[config.mk]
export PLATFORM = sky130hd
export DESIGN_NAME = nnrv_mem_stage
export DESIGN_NICKNAME = d
export VERILOG_FILES = /design/src/rtl/nnrv_mem_stage.sv
export SDC_FILE = /design/constraint.sdc
export NUM_CORES = 1
export LEC_CHECK = 0
export BUFFER_PORTS_ARGS = -buffer_cell sky130_fd_sc_hd__buf_2
export CAP_MARGIN = 20
export CORE_ASPECT_RATIO = 1.5
export CORE_MARGIN = 3
export CORE_UTILIZATION = 45
export CTS_CLUSTER_DIAMETER = 80
export CTS_CLUSTER_SIZE = 16
export DETAILED_ROUTE_END_ITERATION = 7
export PLACE_DENSITY = 0.8
export SYNTH_ARGS = -nofsm -noshare
export SYNTH_HDL_FRONTEND = slang
export SYNTH_SLANG_ARGS = --single-unit
[constraint.sdc]
create_clock -name i_clk -period 2.3 [get_ports i_clk]
set_clock_uncertainty 0.1 [all_clocks]
set_input_delay 0.345 -clock i_clk [delete_from_list [all_inputs] [get_ports i_clk]]
set_output_delay 0.345 -clock i_clk [all_outputs]
set_load 0.01 [all_outputs]
[src/rtl/nnrv_mem_stage.sv]
// rtl/nnrv_mem_stage.sv - nnrv memory stage: single-beat RAM req/ack, load alignment/extension, writeback.
// Optional ACCESS timeout abort enabled by defining NNRV_MEM_TIMEOUT_EN.
module nnrv_mem_stage #(
    parameter int XLEN       = 32,
    parameter int ADDR_WIDTH = 8,
    parameter int TIMEOUT    = 16
) (
    input  logic                  i_clk,
    input  logic                  i_rst,
    input  logic                  i_ex_rd_en,
    input  logic [4:0]            i_ex_rd,
    input  logic [XLEN-1:0]       i_ex_rd_reg,
    input  logic                  i_ex_ram_rd_en,
    input  logic                  i_ex_ram_wr_en,
    input  logic [XLEN-1:0]       i_ex_ram_addr,
    input  logic [XLEN-1:0]       i_ex_ram_data,
    input  logic [3:0]            i_ex_ram_mask,
    input  logic                  i_ex_sign,
    output logic                  o_ex_stall,
    output logic                  o_ram_req,
    output logic                  o_ram_we,
    output logic [ADDR_WIDTH-1:0] o_ram_addr,
    output logic [XLEN-1:0]       o_ram_wdata,
    output logic [3:0]            o_ram_be,
    input  logic                  i_ram_ack,
    input  logic [XLEN-1:0]       i_ram_rdata,
    output logic                  o_wb_rd_en,
    output logic [4:0]            o_wb_rd,
    output logic [XLEN-1:0]       o_wb_rd_reg,
    output logic                  o_id_rd_ready,
    output logic                  o_bus_err
);
    typedef enum logic {IDLE, ACCESS} state_t;

    state_t                state;
    logic                  lat_we;
    logic                  lat_sign;
    logic                  lat_rd_en;
    logic [4:0]            lat_rd;
    logic [ADDR_WIDTH-1:0] lat_addr;
    logic [XLEN-1:0]       lat_data;
    logic [3:0]            lat_mask;

    logic                  mem_op;
    logic                  req_hit;
    logic                  in_access;
    logic                  timeout_hit;
    logic                  bus_err;
    logic [1:0]            lane;
    logic [15:0]           shifted;
    logic [XLEN-1:0]       load_val;
    logic                  unused_bits;

    assign mem_op    = i_ex_ram_rd_en | i_ex_ram_wr_en;
    assign req_hit   = mem_op && (i_ex_ram_mask != 4'b0000);
    assign in_access = (state == ACCESS);

`ifdef NNRV_MEM_TIMEOUT_EN
    localparam int CW = $clog2(TIMEOUT + 1);
    logic [CW-1:0] tcnt;
    assign timeout_hit = in_access && !i_ram_ack && (tcnt == CW'(TIMEOUT - 1));
    assign o_bus_err   = bus_err;
`else
    assign timeout_hit = 1'b0;
    assign bus_err     = 1'b0;
    assign o_bus_err   = 1'b0;
`endif

    assign o_ex_stall    = (!in_access && req_hit) || (in_access && !i_ram_ack && !timeout_hit);
    assign o_ram_req     = in_access;
    assign o_ram_we      = lat_we;
    assign o_ram_addr    = lat_addr;
    assign o_ram_wdata   = lat_data;
    assign o_ram_be      = lat_mask;
    assign o_id_rd_ready = o_wb_rd_en;
    assign unused_bits   = ^{i_ex_ram_addr[XLEN-1:ADDR_WIDTH+2], i_ex_ram_addr[1:0], TIMEOUT[0], bus_err};

    // Load field sits at the lowest enabled lane; odd masks return the whole word.
    always_comb begin
        lane = 2'd0;
        casez (lat_mask)
            4'b???1: lane = 2'd0;
            4'b??10: lane = 2'd1;
            4'b?100: lane = 2'd2;
            4'b1000: lane = 2'd3;
            default: lane = 2'd0;
        endcase
        shifted  = 16'(i_ram_rdata >> {lane, 3'b000});
        load_val = i_ram_rdata;
        case (lat_mask)
            4'b0001, 4'b0010, 4'b0100, 4'b1000:
                load_val = {{(XLEN-8){lat_sign & shifted[7]}}, shifted[7:0]};
            4'b0011, 4'b0110, 4'b1100:
                load_val = {{(XLEN-16){lat_sign & shifted[15]}}, shifted};
            default: load_val = i_ram_rdata;
        endcase
    end

    always_ff @(posedge i_clk) begin
        if (i_rst) begin
            state       <= IDLE;
            lat_we      <= 1'b0;
            lat_sign    <= 1'b0;
            lat_rd_en   <= 1'b0;
            lat_rd      <= '0;
            lat_addr    <= '0;
            lat_data    <= '0;
            lat_mask    <= '0;
            o_wb_rd_en  <= 1'b0;
            o_wb_rd     <= '0;
            o_wb_rd_reg <= '0;
`ifdef NNRV_MEM_TIMEOUT_EN
            tcnt        <= '0;
            bus_err     <= 1'b0;
`endif
        end else begin
`ifdef NNRV_MEM_TIMEOUT_EN
            bus_err <= 1'b0;
`endif
            case (state)
                IDLE: begin
                    if (!mem_op) begin
                        o_wb_rd_en  <= i_ex_rd_en;
                        o_wb_rd     <= i_ex_rd;
                        o_wb_rd_reg <= i_ex_rd_reg;
                    end else begin
                        o_wb_rd_en <= 1'b0;
                        if (req_hit) begin
                            lat_we    <= !i_ex_ram_rd_en;
                            lat_sign  <= i_ex_sign;
                            lat_rd_en <= i_ex_rd_en;
                            lat_rd    <= i_ex_rd;
                            lat_addr  <= i_ex_ram_addr[ADDR_WIDTH+1:2];
                            lat_data  <= i_ex_ram_data;
                            lat_mask  <= i_ex_ram_mask;
                            state     <= ACCESS;
`ifdef NNRV_MEM_TIMEOUT_EN
                            tcnt      <= '0;
`endif
                        end
                    end
                end
                ACCESS: begin
                    if (i_ram_ack) begin
                        state      <= IDLE;
                        o_wb_rd_en <= lat_rd_en && !lat_we;
                        o_wb_rd    <= lat_rd;
                        if (!lat_we)
                            o_wb_rd_reg <= load_val;
                    end else if (timeout_hit) begin
                        state      <= IDLE;
                        o_wb_rd_en <= lat_rd_en && !lat_we;
                        o_wb_rd    <= lat_rd;
                        if (!lat_we)
                            o_wb_rd_reg <= '0;
`ifdef NNRV_MEM_TIMEOUT_EN
                        bus_err    <= 1'b1;
`endif
                    end else begin
                        o_wb_rd_en <= 1'b0;
`ifdef NNRV_MEM_TIMEOUT_EN
                        tcnt       <= tcnt + 1'b1;
`endif
                    end
                end
                default: state <= IDLE;
            endcase
        end
    end
endmodule

* Yosys cells after proc, flatten, opt, wreduce, memory -nomap -nowiden
Cells that the tools add are included.
** Word-level totals
- Flip-flop bits (word level) :: 91
- Input port bits :: 144
- Word-level logic and storage cells :: 59
- Output and inout bits :: 87
** Operators by class
- Reduce and logical (&&, ||, !) cells :: 15
- Bitwise gates (word level) :: 4
- Equal/unequal tests :: 12
- Mux-type cells :: 16
- Shifts and indexed selects :: 1
** Operators by type and width (number)
- case mux 32 bit (2 select lines) :: 2
- two-way mux 32 bit :: 3
- right shift 32 x 5 -> 16 bit :: 1
- two-way mux 5 bit :: 2
- case mux 5 bit (2 select lines) :: 1
- equality test 4 x 2 -> 1 bit, second input constant :: 2
- equality test 4 x 3 -> 1 bit, second input constant :: 2
- equality test 4 bit, second input constant :: 2
- != test 2 bit, second input constant :: 3
- case mux 2 bit (3 select lines) :: 1
- AND reduction 3 bit :: 2
- two-way mux 1 bit :: 5
- equality test 4 x 1 -> 1 bit, second input constant :: 1
- logical AND 1 bit :: 4
- logical NOT 1 bit :: 4
- case mux 1 bit (2 select lines) :: 2
- nonzero test 4 bit :: 1
- OR reduction 4 bit :: 1
- equality test 3 bit, second input constant :: 1
- OR reduction 3 bit :: 1
- bitwise AND 1 bit :: 2
- equality test 2 bit, second input constant :: 1
- AND reduction 2 bit :: 1
- logical OR 1 bit :: 1
- other kinds (2) :: 2

* Logic depth before layout (Yosys ltp)
Gate-level depths: netlist of the first run.
- Word-level depth :: 8
- Depth in mapped cells :: 8
- Mapped depth without buffers :: 5

* Worst setup path after synthesis of the first run
OpenSTA, ideal clock, no wires.
- Path kind :: flip-flop to flip-flop
- Start :: reg lat_mask[3] (netlist: o_ram_be[3])
- End :: reg o_wb_rd_reg[21]
- Data required time :: 2.120 ns
- Slack :: 0.397 ns
- Library setup time :: 0.080 ns
- Arrival time :: 1.722 ns
- Clock period less this slack :: 1.903 ns
- Cell stages (with the launch flop) :: 8
- Path buffers :: 2
- Path through :: dfxtp_1 or3_1 buf_6 o211ai_2 o22ai_1 a31o_4 buf_6 a211oi_2
** Between the ends
- Word-level cells in the longest chain between the ends :: 8
- Elaborated cells between the ends (all ways) :: 17
- Classes of those cells :: eq/ne: 7; shift: 1; mux: 5; bitwise: 2; reduce/logical: 2
** RTL lines
- start, declared :: RTL line 42 : logic [3:0] lat_mask;
- start signal, assigned :: RTL line 135 : lat_mask <= i_ex_ram_mask;
- equality test 4 bit :: RTL line 81, 90
- case mux 2 bit (3 select lines) :: RTL line 81 : casez (lat_mask)
- right shift 32 x 5 -> 16 bit :: RTL line 88 : shifted = 16'(i_ram_rdata >> {lane, 3'b000});
- bitwise AND 1 bit, on equally long branches :: RTL line 94, 92
- case mux 32 bit (2 select lines) * :: RTL line 90 : case (lat_mask)
- two-way mux 32 bit * :: RTL line 148 : if (!lat_we)
- two-way mux 32 bit * :: RTL line 144 : if (i_ram_ack) begin
- case mux 32 bit (2 select lines) * :: RTL line 120 : case (state)
- end signal, assigned :: RTL line 125 : o_wb_rd_reg <= i_ex_rd_reg;
- end signal, assigned :: RTL line 149 : o_wb_rd_reg <= load_val;
- end, declared :: RTL line 29 : output logic [XLEN-1:0] o_wb_rd_reg,
Every way passes the cells marked *; elsewhere a longest branch is shown, timed or not. The select of a mux whose other input is x is not followed.
A chain may end at the register's enable or synchronous reset.

* Worst setup path after layout of the first run
- Start :: reg state (netlist: o_ram_req)
- End :: out o_ex_stall
** Between the ends
- Word-level cells in the longest chain between the ends :: 3
- Elaborated cells between the ends (all ways) :: 4
- Classes of those cells :: reduce/logical: 4
** RTL lines
- start, declared :: RTL line 35 : state_t state;
- start signal, assigned :: RTL line 101 : state <= IDLE;
- start signal, assigned :: RTL line 136 : state <= ACCESS;
- start signal, assigned :: RTL line 145 : state <= IDLE;
- logical NOT 1 bit :: RTL line 69 : assign o_ex_stall = (!in_access && req_hit) || (in_access && !i_ram_ack && !timeout_hit);
- logical AND 1 bit :: RTL line 69
- logical OR 1 bit * :: RTL line 69
- end, declared :: RTL line 19 : output logic o_ex_stall,
Every way passes the cells marked *; elsewhere a longest branch is shown, timed or not.

==> results of run 1 <==
[cells by family (layout without fill, tap and decap cells)]
logic type	Yosys count	in the layout	share of synthesized area
buffers and inverters	59	247	0.0604
xor gates and xnor gates	2	2	0.00401
and+or+nand+nor	212	212	0.214
AOI/OAI and AO/OA	199	199	0.293
other	1	1	0.000857
DFF	91	91	0.416
muxes	5	5	0.0114
[layout make-up]
type,count,area [um^2],share of cell area
Inverter,5,18.8,0.00321
Clock buffer,12,267,0.0456
Sequential cell,91,1820,0.312
Timing Repair Buffer,226,1220,0.210
Multi-Input combinational cell,419,2320,0.396
Clock inverter,4,56.3,0.00963
Tap cell,112,140,0.0240
[path summary, 6_finish.rpt]
kind	startpoint	endpoint	depth (start not counted)
worst max register to register	o_ram_be[1]	o_wb_rd_reg[7]	6
worst min register to register	o_ram_wdata[6]	o_ram_wdata[6]	2
worst min-delay path	i_ex_ram_addr[5]	o_ram_addr[3]	3
worst max-delay path	o_ram_req	o_ex_stall	4
[worst max-delay path, delay by kind of cell, from the launching register on]
| family | cells | cell delay, ns |
|---|---|---|
| compound gates | 1 | 0.24 |
| buf+inv | 3 | 0.71 |
| flops | 1 | 0.46 |
[metrics by stage]
step	area, um^2	setup slack [ns]	hold WS (ns)
floorplan	4370	0.397	0.336
global route	5850	0.0143	0.132
global placement	5500	0.133	0.340
CTS	5830	0.0355	0.128
detailed placement	5500	0.0602	0.344
finish	5850	0.0895	0.137
[Yosys cell counts (2+ instances only)]
master | n | area (um^2)
buf_4 | 4 | 30.0
and3_1 | 7 | 43.8
nand2_1 | 133 | 499
nor3_1 | 10 | 50.1
a21oi_1 | 73 | 365
or3_1 | 24 | 150
inv_1 | 5 | 18.8
mux2i_1 | 5 | 50.1
a211oi_2 | 10 | 125
dfxtp_1 | 91 | 1820
nand3b_1 | 3 | 22.5
o221a_2 | 6 | 67.6
o211ai_1 | 14 | 105
buf_6 | 2 | 22.5
nor2_2 | 2 | 12.5
nor2_1 | 18 | 67.6
nand3_1 | 8 | 40.0
o211a_1 | 3 | 30.0
o21ai_0 | 48 | 240
clkbuf_2 | 2 | 10.0
o22ai_1 | 8 | 50.1
a311oi_1 | 3 | 26.3
nor4_1 | 2 | 12.5
a31oi_1 | 6 | 37.5
clkbuf_1 | 37 | 139
o211ai_2 | 2 | 25.0
xor2_1 | 2 | 17.5
nor2b_1 | 2 | 12.5
a211oi_1 | 15 | 113
o21ai_1 | 2 | 10.0
buf_2 | 8 | 40.0
[cell usage in the layout (no fill, tap or decap), drive strengths merged, types with 5 or more instances in the layout]
cell type	synthesis	layout
o221a	6	6
nor2	20	20
a31oi	6	6
dfxtp	91	91
mux2i	5	5
o211ai	16	16
or3	24	24
o22ai	8	8
nand2	133	133
a211oi	25	25
nor3	10	10
and3	7	7
nand3	8	8
clkbuf	39	12
buf	15	226
inv	5	6
o21ai	50	50
a21oi	73	73
[layer usage]
layer	global-route usage	routed length [um]	vias to the layer above
met3	0.0734	1370	45
met2	0.451	6990	257
met5	0	0	-
met4	0.130	623	0
met1	0.264	4990	2242
li1	-	-	2381
[repair_timing]
item,4_1_cts,5_1_grt
hold endpoints to repair,0,0
resized for setup,1,3
setup endpoints to repair,1,20
[power by group]
group,internal (mW),switching (mW)
registers,1.71,0.0823
logic,0.455,0.637
clock network,0.939,0.626
==> qor.csv, run 1 <==
metric,value,unit
worst-margin pin slew,0.571,ns
Main synth FF type,dfxtp_1,
RSZ-0062 raised after global routing,false,
Gate Count Post-Synth,569,
register area share after synthesis,0.416,
max incr delay on CP,0.46,ns
final total power,4.45,mW
Worst Path Max Fanout,33,
min cycle time layout,2.21,ns
"Cell Area, Synth",4370,um^2
"Setup violations, final",0,
via/cell ratio,5.67,
initial core utilization,0.467,
Crit path required time,1.86,ns
fillcell total,891,
syn_area_per_cell,7.69,um^2
post-DP HPWL,10.5,mm
Rows,43,
Inserted Clock Buffers,9,
final core utilization,0.624,
Worst Hold Class,input pin to flip-flop,
kind of critical path,flip-flop to primary output,
Slew HR,0.616,
die height,127,um
WL final,14.0,mm
die area,11000,um^2
Post-DRT Antenna Nets,0,
Final Max Slew Viols,0,
Longest Clk Path Bufs,2,
first drt pass iteration count,6,
initial antenna violation count,0,
Worst Setup Start Kind,flip-flop,
Yosys reg bits,91,
Residual DRC,0,
GRT overflow,0,
P&R area growth vs syn,33.6,%
status,"complete, no violations",
CTS tree,done,
post-placement cell count,853,
Ys Warns,0,
CTS sink count,91,
worst-path cell chain,"buf_6, inv_1, o21ai_0, buf_2",
Core Area,9360,um^2
post-CTS setup buffer count,0,
# hold bufs at CTS,0,
top-level I/O count,231,
die width,86.5,um
Leakage Power,2.64,nW
global-route wire length before repair,22.3,mm
max_cap viols,0,
Arrival @ worst endpoint,1.77,ns
CTS root buffer,clkbuf_16,
largest net degree at the start of global routing,48,
maximum VDD drop,0.000612,V
Routed WL per cell,16.1,um
asr flop ratio synth,0,
number of synthesized flops with an enable pin,0,
syn nets,713,
Netlist cell types,45,
worst-case register-to-register setup slack,0.13,ns
"CTS clk-pin slew, worst paths",0.07,ns
vias post-DR,4925,
Iteration-0 DRC Markers,300,
Fmax achieved,452,MHz
Crit. End Element,primary output,
total negative setup slack,0,ns
crit share post-route,0.961,
gr usage total,0.253,
later-pin clock latency in the skew report,0.34,ns
"Max stage delay cell, worst path",dfxtp_1,
final hold violations,0,
nets@finish,896,
Largest register FFs,37,
H-tree levels,3,
final cell count without fillers,869,
layout cells sized above 1,0.354,
PwrDens,762,nW/um^2
number of buffer cells added on primary ports,205,
vias in the first global route,4735,
routability cong.,0.943,
number of antenna diodes,0,
Note: power is estimated with default switching activity, not from simulation.
==> run 2: changes to the inputs <==
--- a/config.mk
+++ b/config.mk
@@ -7,13 +7,15 @@
 export LEC_CHECK = 0
 export BUFFER_PORTS_ARGS = -buffer_cell sky130_fd_sc_hd__buf_2
 export CAP_MARGIN = 20
+export CELL_PAD_IN_SITES_DETAIL_PLACEMENT = 1
+export CELL_PAD_IN_SITES_GLOBAL_PLACEMENT = 2
 export CORE_ASPECT_RATIO = 1.5
 export CORE_MARGIN = 3
-export CORE_UTILIZATION = 45
+export CORE_UTILIZATION = 23
 export CTS_CLUSTER_DIAMETER = 80
 export CTS_CLUSTER_SIZE = 16
 export DETAILED_ROUTE_END_ITERATION = 7
-export PLACE_DENSITY = 0.8
+export PLACE_DENSITY_LB_ADDON = 0.1
 export SYNTH_ARGS = -nofsm -noshare
 export SYNTH_HDL_FRONTEND = slang
 export SYNTH_SLANG_ARGS = --single-unit
==> run 2 against run 1 <==
Compared with the run above:
- non-clock buffer count rose by 3
- setup slack improved by 0.082 ns
- register-to-register slack improved by 0.04 ns
- total power rose by 1.9%
- via count fell by 1.7%
- core utilization fell by 30 points
- maximum frequency rose by 3.9%
- flip-flop and latch count did not move
- clock-buffer cell count fell by 3
- sequential power barely moved
- cell area rose by 3.5%
- combinational power rose by 5%
- largest power group unchanged
- highest routed layer is now met5
==> qor.csv, run 2 (synthesis results as in run 1) <==
metric,value,unit,change
WL final,18.2,mm,+30%
largest net degree at the start of global routing,68,,+42%
status,"complete, no violations",,
top-level I/O count,231,,unchanged
max incr delay on CP,0.49,ns,+0.03 ns
min cycle time layout,2.13,ns,-0.0825 ns
initial core utilization,0.235,,-0.232
max_cap viols,0,,unchanged
Longest Clk Path Bufs,2,,unchanged
routability cong.,0.790,,-16%
RSZ-0062 raised after global routing,false,,
Placement Setup Slack,0.0775,ns,+0.0173 ns
die area,20700,um^2,+89%
cell family with most CP delay,compound AO/OA/AOI/OAI gates,,
Fmax achieved,470,MHz,+3.9%
Crit path required time,2.42,ns,+0.56 ns
Largest register FFs,37,,unchanged
die height,175,um,+38%
crit share post-route,0.925,,-0.0359
fillcell total,2368,,+170%
H-tree levels,3,,unchanged
die width,119,um,+37%
WHS Path Cells,3,,unchanged
number of buffer cells added on primary ports,205,,unchanged
number of antenna diodes,0,,unchanged
Worst R2R Start,o_ram_be[1],,
worst-margin pin slew,0.635,ns,+0.0645 ns
Post-DRT Antenna Nets,0,,unchanged
Slew HR,0.573,,-0.0434
kind of critical path,flip-flop to flip-flop,,
Buf/Inv on CP,1,,-2
Core Area,18600,um^2,+99%
global-route wire length before repair,28.2,mm,+27%
Arrival @ worst endpoint,2.24,ns,+0.47 ns
Worst Setup Start Kind,flip-flop,,
Inserted Clock Buffers,9,,unchanged
post-CTS setup buffer count,0,,unchanged
Final Max Slew Viols,0,,unchanged
"CTS clk-pin slew, worst paths",0.07,ns,about the same
Iteration-0 DRC Markers,127,,-58%
P&R area growth vs syn,38.4,%,
via/cell ratio,4.78,,-16%
final hold violations,0,,unchanged
first drt pass iteration count,4,,-2
fin worst setup slack,0.172,ns,+0.0825 ns
worst-path cell chain,"buf_4, xor2_1, o211a_1, o22ai_1, a31o_2, a211oi_2",,
"Max stage delay cell, worst path",dfxtp_1,,
Residual DRC,0,,unchanged
total negative setup slack,0,ns,unchanged
R2R depth,6,,unchanged
CTS sink count,91,,unchanged
"commonest non-fill, non-tap cell in the layout",buf_2,,
most used cells in the layout excluding fill and tap cells,"buf_2 (204), nand2_1 (133), dfxtp_1 (91)",,
WHS Endpoint,o_ram_wdata[28],,
layout cells sized above 1,0.359,,+0.00518
worst-case register-to-register setup slack,0.17,ns,+0.04 ns
final core utilization,0.325,,-0.299
Routed WL per cell,18.0,um,+12%
CTS tree,done,,
Worst Path Max Fanout,8,,-76%
initial antenna violation count,2,,+2
maximum VDD drop,0.000271,V,-56%
"Setup violations, final",0,,unchanged
vias post-DR,4840,,-1.7%
Rows,61,,+42%
post-DP HPWL,13.5,mm,+28%
gr usage total,0.171,,-0.0828
RR Endpoint,o_wb_rd_reg[27],,
vias in the first global route,5112,,+8.0%
HP Start,i_ex_ram_data[28],,
later-pin clock latency in the skew report,0.34,ns,about the same
Leakage Power,2.65,nW,+0.44%
Worst Hold Class,input pin to flip-flop,,
GRT overflow,0,,unchanged
CTS root buffer,clkbuf_16,,
Crit. End Element,flip-flop,,
nets@finish,900,,+0.45%
PwrDens,750,nW/um^2,-1.5%
## run 2: cell type report
class / count / area [um^2] / area share
clock buffer: 9 / 225 / 0.0372
clock inverter: 6 / 90.1 / 0.0149
inverter: 5 / 18.8 / 0.00310
multi-input combinational: 420 / 2330 / 0.386
sequential: 91 / 1820 / 0.301
tap: 252 / 315 / 0.0521
timing repair buffer: 229 / 1250 / 0.206
## run 2: worst max-delay path by stage
| stage | startpoint | slack [ns] | to | cells after the start |
|---|---|---|---|---|
| 2_1_floorplan | o_ram_be[3] | 0.40 | o_wb_rd_reg[21] | 7 |
| 4_1_cts | o_ram_be[1] | 0.13 | o_wb_rd_reg[28] | 6 |
| 3_5_place_dp | o_ram_be[1] | 0.08 | o_wb_rd_reg[11] | 6 |
| 6_report | o_ram_be[1] | 0.17 | o_wb_rd_reg[27] | 6 |
| 5_1_grt | o_ram_req | 0.04 | o_ex_stall | 4 |
| 3_3_place_gp | o_ram_be[1] | 0.04 | o_wb_rd_reg[8] | 6 |
## run 2: stage by stage
step	instances	area [um^2]	hold slack (ns)	power, mW
floorplan	569	4370	0.336	2.47
global placement	996	5700	0.340	2.96
detailed placement	996	5700	0.347	2.98
CTS	1011	6020	0.116	4.64
global route	1012	6050	0.125	4.84
finish	1012	6050	0.135	4.54
## run 2: worst register-to-register path, cell delays in order, from the launching register on
cell and delay [ns]:
dfxtp_1 0.49, buf_4 0.22, xor2_1 0.08, o211a_1 0.24, o22ai_1 0.33, a31o_2 0.43
a211oi_2 0.11
## run 2: timing repair
| action | CTS | global route |
|---|---|---|
| hold buffers | 0 | 0 |
| endpoints found under the hold margin | 0 | 0 |
| gates cloned | 0 | 1 |
| resized for setup | 1 | 4 |
| pin swaps | 0 | 1 |
| setup endpoints to repair | 2 | 4 |
## run 2: power breakdown
part           internal [mW]  total [mW]  switching [mW]
registers               1.71        1.79          0.0726
logic                  0.461        1.14           0.683
clock network          0.951        1.61           0.658
## run 2: routing by layer
metal	part of all wire	GRT usage	routed length, um	up-vias
met5	0.00088	0	16	-
met4	0.022	0.0604	405	4
met3	0.071	0.0534	1280	20
met2	0.51	0.300	9320	151
met1	0.39	0.193	7170	2278
li1	-	-	-	2387
